### src/rtl/adc_request_arbiter.sv
// rtl/adc_request_arbiter.sv - round-robin arbiter sharing one MCP3202 ADC over SPI
// One frame per grant: CS low, setup, 17 SCK periods, result + done pulse, CS-high hold.
module adc_request_arbiter #(
    parameter int NUM_REQ        = 2,
    parameter int SCK_DIV        = 150,
    parameter int SETUP_CYCLES   = 14,
    parameter int CS_HIGH_CYCLES = 68
) (
    input  logic               clk,
    input  logic               reset,
    input  logic [NUM_REQ-1:0] req,
    input  logic [NUM_REQ-1:0] req_chan,
    input  logic [NUM_REQ-1:0] req_diff,
    output logic [NUM_REQ-1:0] gnt,
    output logic [NUM_REQ-1:0] done,
    output logic [11:0]        o_data,
    output logic               busy,
    output logic               spi_cs_n,
    output logic               spi_sck,
    output logic               spi_mosi,
    input  logic               spi_miso
);
    localparam int HALF     = SCK_DIV / 2;
    localparam int PTR_W    = (NUM_REQ > 1) ? $clog2(NUM_REQ) : 1;
    localparam int PH_W     = $clog2(SCK_DIV);
    localparam int CNT_MAX  = (SETUP_CYCLES > CS_HIGH_CYCLES) ? SETUP_CYCLES : CS_HIGH_CYCLES;
    localparam int CNT_W    = $clog2(CNT_MAX + 1);
    localparam int NUM_BITS = 17;

    typedef enum logic [1:0] {IDLE, SETUP, SHIFT, HOLD} state_t;

    state_t             state_q;
    logic [PTR_W-1:0]   ptr_q;
    logic [PTR_W-1:0]   owner_q;
    logic [CNT_W-1:0]   cnt_q;
    logic [PH_W-1:0]    ph_q;
    logic [4:0]         bit_q;
    logic               chan_q;
    logic               diff_q;
    logic [11:0]        shift_q;
    logic [11:0]        data_q;
    logic [NUM_REQ-1:0] gnt_q;
    logic [NUM_REQ-1:0] done_q;
    logic               busy_q;
    logic               cs_n_q;
    logic               sck_q;
    logic               mosi_q;

    logic               grant_vld_d;
    logic [PTR_W-1:0]   grant_idx_d;
    logic [PTR_W-1:0]   ptr_d;
    logic               mosi_d;
    int                 scan_idx;

    // Scan from the highest offset down so the lowest offset from the pointer wins.
    always_comb begin
        grant_vld_d = 1'b0;
        grant_idx_d = '0;
        scan_idx    = 0;
        for (int i = NUM_REQ - 1; i >= 0; i--) begin
            scan_idx = int'(ptr_q) + i;
            if (scan_idx >= NUM_REQ) begin
                scan_idx = scan_idx - NUM_REQ;
            end
            if (req[PTR_W'(scan_idx)]) begin
                grant_vld_d = 1'b1;
                grant_idx_d = PTR_W'(scan_idx);
            end
        end
        ptr_d = (int'(grant_idx_d) == NUM_REQ - 1) ? '0 : grant_idx_d + PTR_W'(1);
    end

    // Command bit for the period that follows bit_q: SGL, ODD, MSBF, then zeros.
    always_comb begin
        case (bit_q)
            5'd1:    mosi_d = ~diff_q;
            5'd2:    mosi_d = chan_q;
            5'd3:    mosi_d = 1'b1;
            default: mosi_d = 1'b0;
        endcase
    end

    always_ff @(posedge clk or posedge reset) begin
        if (reset) begin
            state_q <= IDLE;
            ptr_q   <= '0;
            owner_q <= '0;
            cnt_q   <= '0;
            ph_q    <= '0;
            bit_q   <= 5'd0;
            chan_q  <= 1'b0;
            diff_q  <= 1'b0;
            shift_q <= '0;
            data_q  <= '0;
            gnt_q   <= '0;
            done_q  <= '0;
            busy_q  <= 1'b0;
            cs_n_q  <= 1'b1;
            sck_q   <= 1'b0;
            mosi_q  <= 1'b0;
        end else begin
            gnt_q  <= '0;
            done_q <= '0;
            case (state_q)
                IDLE: begin
                    if (grant_vld_d) begin
                        gnt_q   <= NUM_REQ'(1) << grant_idx_d;
                        owner_q <= grant_idx_d;
                        chan_q  <= req_chan[grant_idx_d];
                        diff_q  <= req_diff[grant_idx_d];
                        ptr_q   <= ptr_d;
                        busy_q  <= 1'b1;
                        cs_n_q  <= 1'b0;
                        cnt_q   <= '0;
                        state_q <= SETUP;
                    end
                end
                SETUP: begin
                    if (cnt_q == CNT_W'(SETUP_CYCLES)) begin
                        state_q <= SHIFT;
                        ph_q    <= '0;
                        bit_q   <= 5'd1;
                        mosi_q  <= 1'b1;
                    end else begin
                        cnt_q <= cnt_q + CNT_W'(1);
                    end
                end
                SHIFT: begin
                    if (ph_q == PH_W'(SCK_DIV - 1)) begin
                        ph_q  <= '0;
                        sck_q <= 1'b0;
                        if (bit_q == 5'(NUM_BITS)) begin
                            data_q  <= shift_q;
                            done_q  <= NUM_REQ'(1) << owner_q;
                            cs_n_q  <= 1'b1;
                            mosi_q  <= 1'b0;
                            cnt_q   <= '0;
                            state_q <= HOLD;
                        end else begin
                            bit_q  <= bit_q + 5'd1;
                            mosi_q <= mosi_d;
                        end
                    end else begin
                        ph_q <= ph_q + PH_W'(1);
                        if (ph_q == PH_W'(HALF - 1)) begin
                            sck_q <= 1'b1;
                            // Period 5 carries the null bit; periods 6..17 carry B11..B0.
                            if (bit_q >= 5'd6) begin
                                shift_q <= {shift_q[10:0], spi_miso};
                            end
                        end
                    end
                end
                HOLD: begin
                    if (cnt_q == CNT_W'(CS_HIGH_CYCLES - 1)) begin
                        busy_q  <= 1'b0;
                        state_q <= IDLE;
                    end else begin
                        cnt_q <= cnt_q + CNT_W'(1);
                    end
                end
                default: state_q <= IDLE;
            endcase
        end
    end

    assign gnt      = gnt_q;
    assign done     = done_q;
    assign o_data   = data_q;
    assign busy     = busy_q;
    assign spi_cs_n = cs_n_q;
    assign spi_sck  = sck_q;
    assign spi_mosi = mosi_q;
endmodule

### config.mk
export PLATFORM = sky130hd
export DESIGN_NAME = adc_request_arbiter
export DESIGN_NICKNAME = d
export VERILOG_FILES = /design/src/rtl/adc_request_arbiter.sv
export SDC_FILE = /design/constraint.sdc
export NUM_CORES = 1
export LEC_CHECK = 0
export BUFFER_PORTS_ARGS = -buffer_cell sky130_fd_sc_hd__buf_2
export CORE_ASPECT_RATIO = 0.5
export CORE_MARGIN = 4
export CORE_UTILIZATION = 56
export CTS_BUF_LIST = sky130_fd_sc_hd__clkbuf_16
export DETAILED_ROUTE_END_ITERATION = 8
export GPL_TIMING_DRIVEN = 0
export PLACE_DENSITY = 0.79
export SLEW_MARGIN = 20
export SYNTH_ARGS = -nofsm -noshare
export SYNTH_HDL_FRONTEND = slang
export SYNTH_SLANG_ARGS = --single-unit
### constraint.sdc
create_clock -name clk -period 6.2 [get_ports clk]
set_clock_uncertainty 0.1 [all_clocks]
set_input_delay 0.31 -clock clk [delete_from_list [all_inputs] [get_ports clk]]
set_output_delay 0.31 -clock clk [all_outputs]
set_load 0.02 [all_outputs]
==> flow_summary.toml <==
[floorplan]
initial_cell_density_of_the_core_pct = 61.1
rows = 17
die_area_mm2 = 0.00630
core-area_mm2 = 0.00462
boundaryPins = 29
die_x_um = 108
floorplan.die.height_um = 58.2

[clocking]
count_of_hold_fix_buffers_inserted_at_cts = 0
cts_resized = 0
tritoncts_num_sinks = 58
ctsLongestPathBuffers = 2
tritoncts_clock_tree = "done"
cts.repair_timing.setup_buffer_count = 0
clock_tree.htree_level_count = 3
cts_buffers = 9
worst_skew_pair.late_latency_ps = 320
ctsRootBufferMaster = "sky130_fd_sc_hd__clkbuf_16"
clkSlewWorstSetupHoldPaths_ps = 50

[detailed_routing]
via_count = 2024
dr.first_iter.drc_count = 112
postRouteWirelength_um = 5520
antenna_left = 0
remaining_drc_errors = 0
drtPass1Iterations = 5
detail_route.wl_per_cell_um = 15.2
detailed_route_vias_per_instance = 5.56

[critical_path]
crit_path_end_kind = "flop"
cp_data_arrival_time_ps = 2760
timing.critical_path.cells = "inv_1 -> ha_1 -> nand2_1 -> nor3_1 -> nand4_1 -> a21oi_1 -> clkbuf_1 -> mux2_2"
timing_worst_setup_path_type = "reg2reg"
timing.critical_path.slowest_cell_delay_ps = 500
critical_path_required_ps = 6300
critical_path.reg2reg.startpoint = "state_q[0]"
critical_path.startpoint_type = "flop"
critPathMaxFanout = 10
worstPathBufferInverterCount = 2
crit_path_top_delay_cell = "sky130_fd_sc_hd__clkbuf_1"
startpoint = "state_q[0]"
cpLargestDelayFamily = "buffers and inverters"

[timing]
finalSetupViolations = 0
final_critical_path_setup_slack_ps = 3540
grt_setup_unrepaired = "false"
finalCriticalPeriod_ps = 2660
maxSlewHeadroom_pct = 50.8
final-max-slew-violation-count = 0
worst_hold_slack_after_final_layout_ps = 3.06
worst-slew-pin-transition_ps = 735
finalHoldViolCount = 0
highest_clock_rate_mhz = 376
portion_of_the_clock_cycle_consumed_by_the_worst_path_in_the_final_layout_pct = 42.9
fin_setup_tns_ps = 0

[place]
placedInstanceArea_mm2 = 0.00304
preCtsSetupSlack_ps = 3580
placement.io_buffers = 27
routabilityCongestion = 0.864
place.detailed.instances = 348
post-dp-hpwl_um = 3860

[logic_synthesis]
syn_area_mm2 = 0.00282
syn-num-nets = 277
syn_area_per_cell_um2 = 11.1
synth.top_cells.by_area = "sky130_fd_sc_hd__dfrtp_1 (51%), sky130_fd_sc_hd__ha_1 (5.8%), sky130_fd_sc_hd__mux2_1 (5.2%), sky130_fd_sc_hd__mux2_2 (4.8%), sky130_fd_sc_hd__nor2_1 (3.2%)"
synth_top_cell_by_area = "sky130_fd_sc_hd__dfrtp_1"
yosys_register_bits = 58
synth.distinct_cells = 43
synth_edf_count = 0
syn-instance-count = 255
synth_largest_type_area_fraction_pct = 50.6
postSynth.topFlopCell = "sky130_fd_sc_hd__dfrtp_1"
yosysWarningCount = 0
post_synthesis_async_set_or_reset_flop_share_pct = 100
yosysSeqAreaShare_pct = 51.5

[cells_and_area]
nFillCells = 319
flow.area_growth_from_synthesis_pct = 17.1
drive_gt1_share_pct = 21.1
fin_util_pct = 71.6
stdcell_count = 364
mostFrequentLayoutCells = "sky130_fd_sc_hd__dfrtp_1 (57), sky130_fd_sc_hd__buf_2 (29), sky130_fd_sc_hd__nor2_1 (24), sky130_fd_sc_hd__nand2_1 (19), sky130_fd_sc_hd__o21ai_1 (14)"
finish.instance_area_mm2 = 0.00330
mostFrequentLayoutCell = "sky130_fd_sc_hd__dfrtp_1"
num-nets-final = 315
antennaDiodeCount = 0

[global_routing]
globalRoute.totalOverflow = 0
grt_start_max_net_pins = 59
track_usage_pct = 20.5
grt_first_pass_wirelength_um = 9750
grt_antenna_before_repair = 0
grt_pass1_vias = 2014

[pwr]
peakVddDrop_mv = 0.138
cellPowerDensity_mw_per_mm2 = 247
cellLeakagePower_nw = 1.62
finalPower_mw = 0.816

[flow_run]
maxcap_viol_count = 0

[worst_hold_path]
min_path_type = "in2async"

[status]
status = "finished, final reports clean"
-- per-layer routing --
layer  vias up  global-route usage, %  wire [um]
met4         0                   8.99         84
met3         8                   6.67        281
met5         -                      0          0
li1        976                      -          -
met2        39                   31.5       2620
met1      1001                   26.8       2530
-- where the power goes --
part	leakage (nW)	total, mW	internal (mW)	switching, mW
logic	0.720	0.0105	0.00226	0.00828
registers	0.766	0.379	0.379	0
clock network	0.130	0.427	0.264	0.163
total	1.62	0.816	0.646	0.171
-- final cells by class --
type | count | area (um^2) | area share, %
plain buffers | 6 | 25.0 | 0.758
clock buffers | 9 | 225 | 6.82
clock inverters | 7 | 37.5 | 1.14
inverters | 12 | 47.5 | 1.44
multi-input cells | 179 | 1300 | 39.3
flip-flops and latches | 58 | 1450 | 44.0
well taps | 66 | 82.6 | 2.50
repair buffers | 27 | 135 | 4.09
-- state kept, by name, summed over array words and instances (netlist names), 2 cells and up --
signal and flops:
o_data 12, shift_q 12, ph_q 8, cnt_q 7, bit_q 5, done 2, gnt 2, state_q 2
-- cell families (layout without fill, tap and decap cells) --
kind of cell / count (synthesis) / in the layout / synth area share (%)
AO/OA/AOI/OAI: 47 / 47 / 11.2
buffers and inverters: 18 / 61 / 2.48
flip-flops: 58 / 58 / 51.5
XOR/XNOR: 4 / 4 / 1.24
adder cells (fa/ha/maj): 13 / 13 / 5.77
AND/OR/NAND/NOR: 85 / 85 / 16.0
multiplexers: 30 / 30 / 11.8
-- cell usage after synthesis, types with 2 or more instances --
cell type / instances
sky130_fd_sc_hd__and3_1: 6
sky130_fd_sc_hd__mux2i_1: 5
sky130_fd_sc_hd__mux2_2: 12
sky130_fd_sc_hd__o21ai_0: 11
sky130_fd_sc_hd__clkbuf_1: 4
sky130_fd_sc_hd__nor2b_1: 4
sky130_fd_sc_hd__mux2_1: 13
sky130_fd_sc_hd__nand4_1: 2
sky130_fd_sc_hd__inv_1: 12
sky130_fd_sc_hd__nand3_1: 10
sky130_fd_sc_hd__o31ai_2: 3
sky130_fd_sc_hd__a22oi_1: 2
sky130_fd_sc_hd__dfrtp_1: 57
sky130_fd_sc_hd__nand2b_1: 6
sky130_fd_sc_hd__o21ai_1: 14
sky130_fd_sc_hd__nor3_1: 3
sky130_fd_sc_hd__buf_2: 2
sky130_fd_sc_hd__a31oi_1: 3
sky130_fd_sc_hd__or2_1: 2
sky130_fd_sc_hd__xnor2_1: 3
sky130_fd_sc_hd__o31ai_1: 3
sky130_fd_sc_hd__a22o_1: 2
sky130_fd_sc_hd__ha_1: 13
sky130_fd_sc_hd__nor2_1: 24
sky130_fd_sc_hd__nand2_1: 19
sky130_fd_sc_hd__a21oi_1: 3
-- final timing paths --
check / to / cells after the start / slack (ps)
worst max-delay path: shift_q[8] / 8 / 3540
worst min-delay path: shift_q[4] / 2 / 3
worst max register to register: shift_q[8] / 8 / 3540
worst min register to register: done[0] / 1 / 350
max in group asynchronous: state_q[1] / 2 / 5530
min in group clk: shift_q[0] / 2 / 120
(Power assumes the default switching activity.)
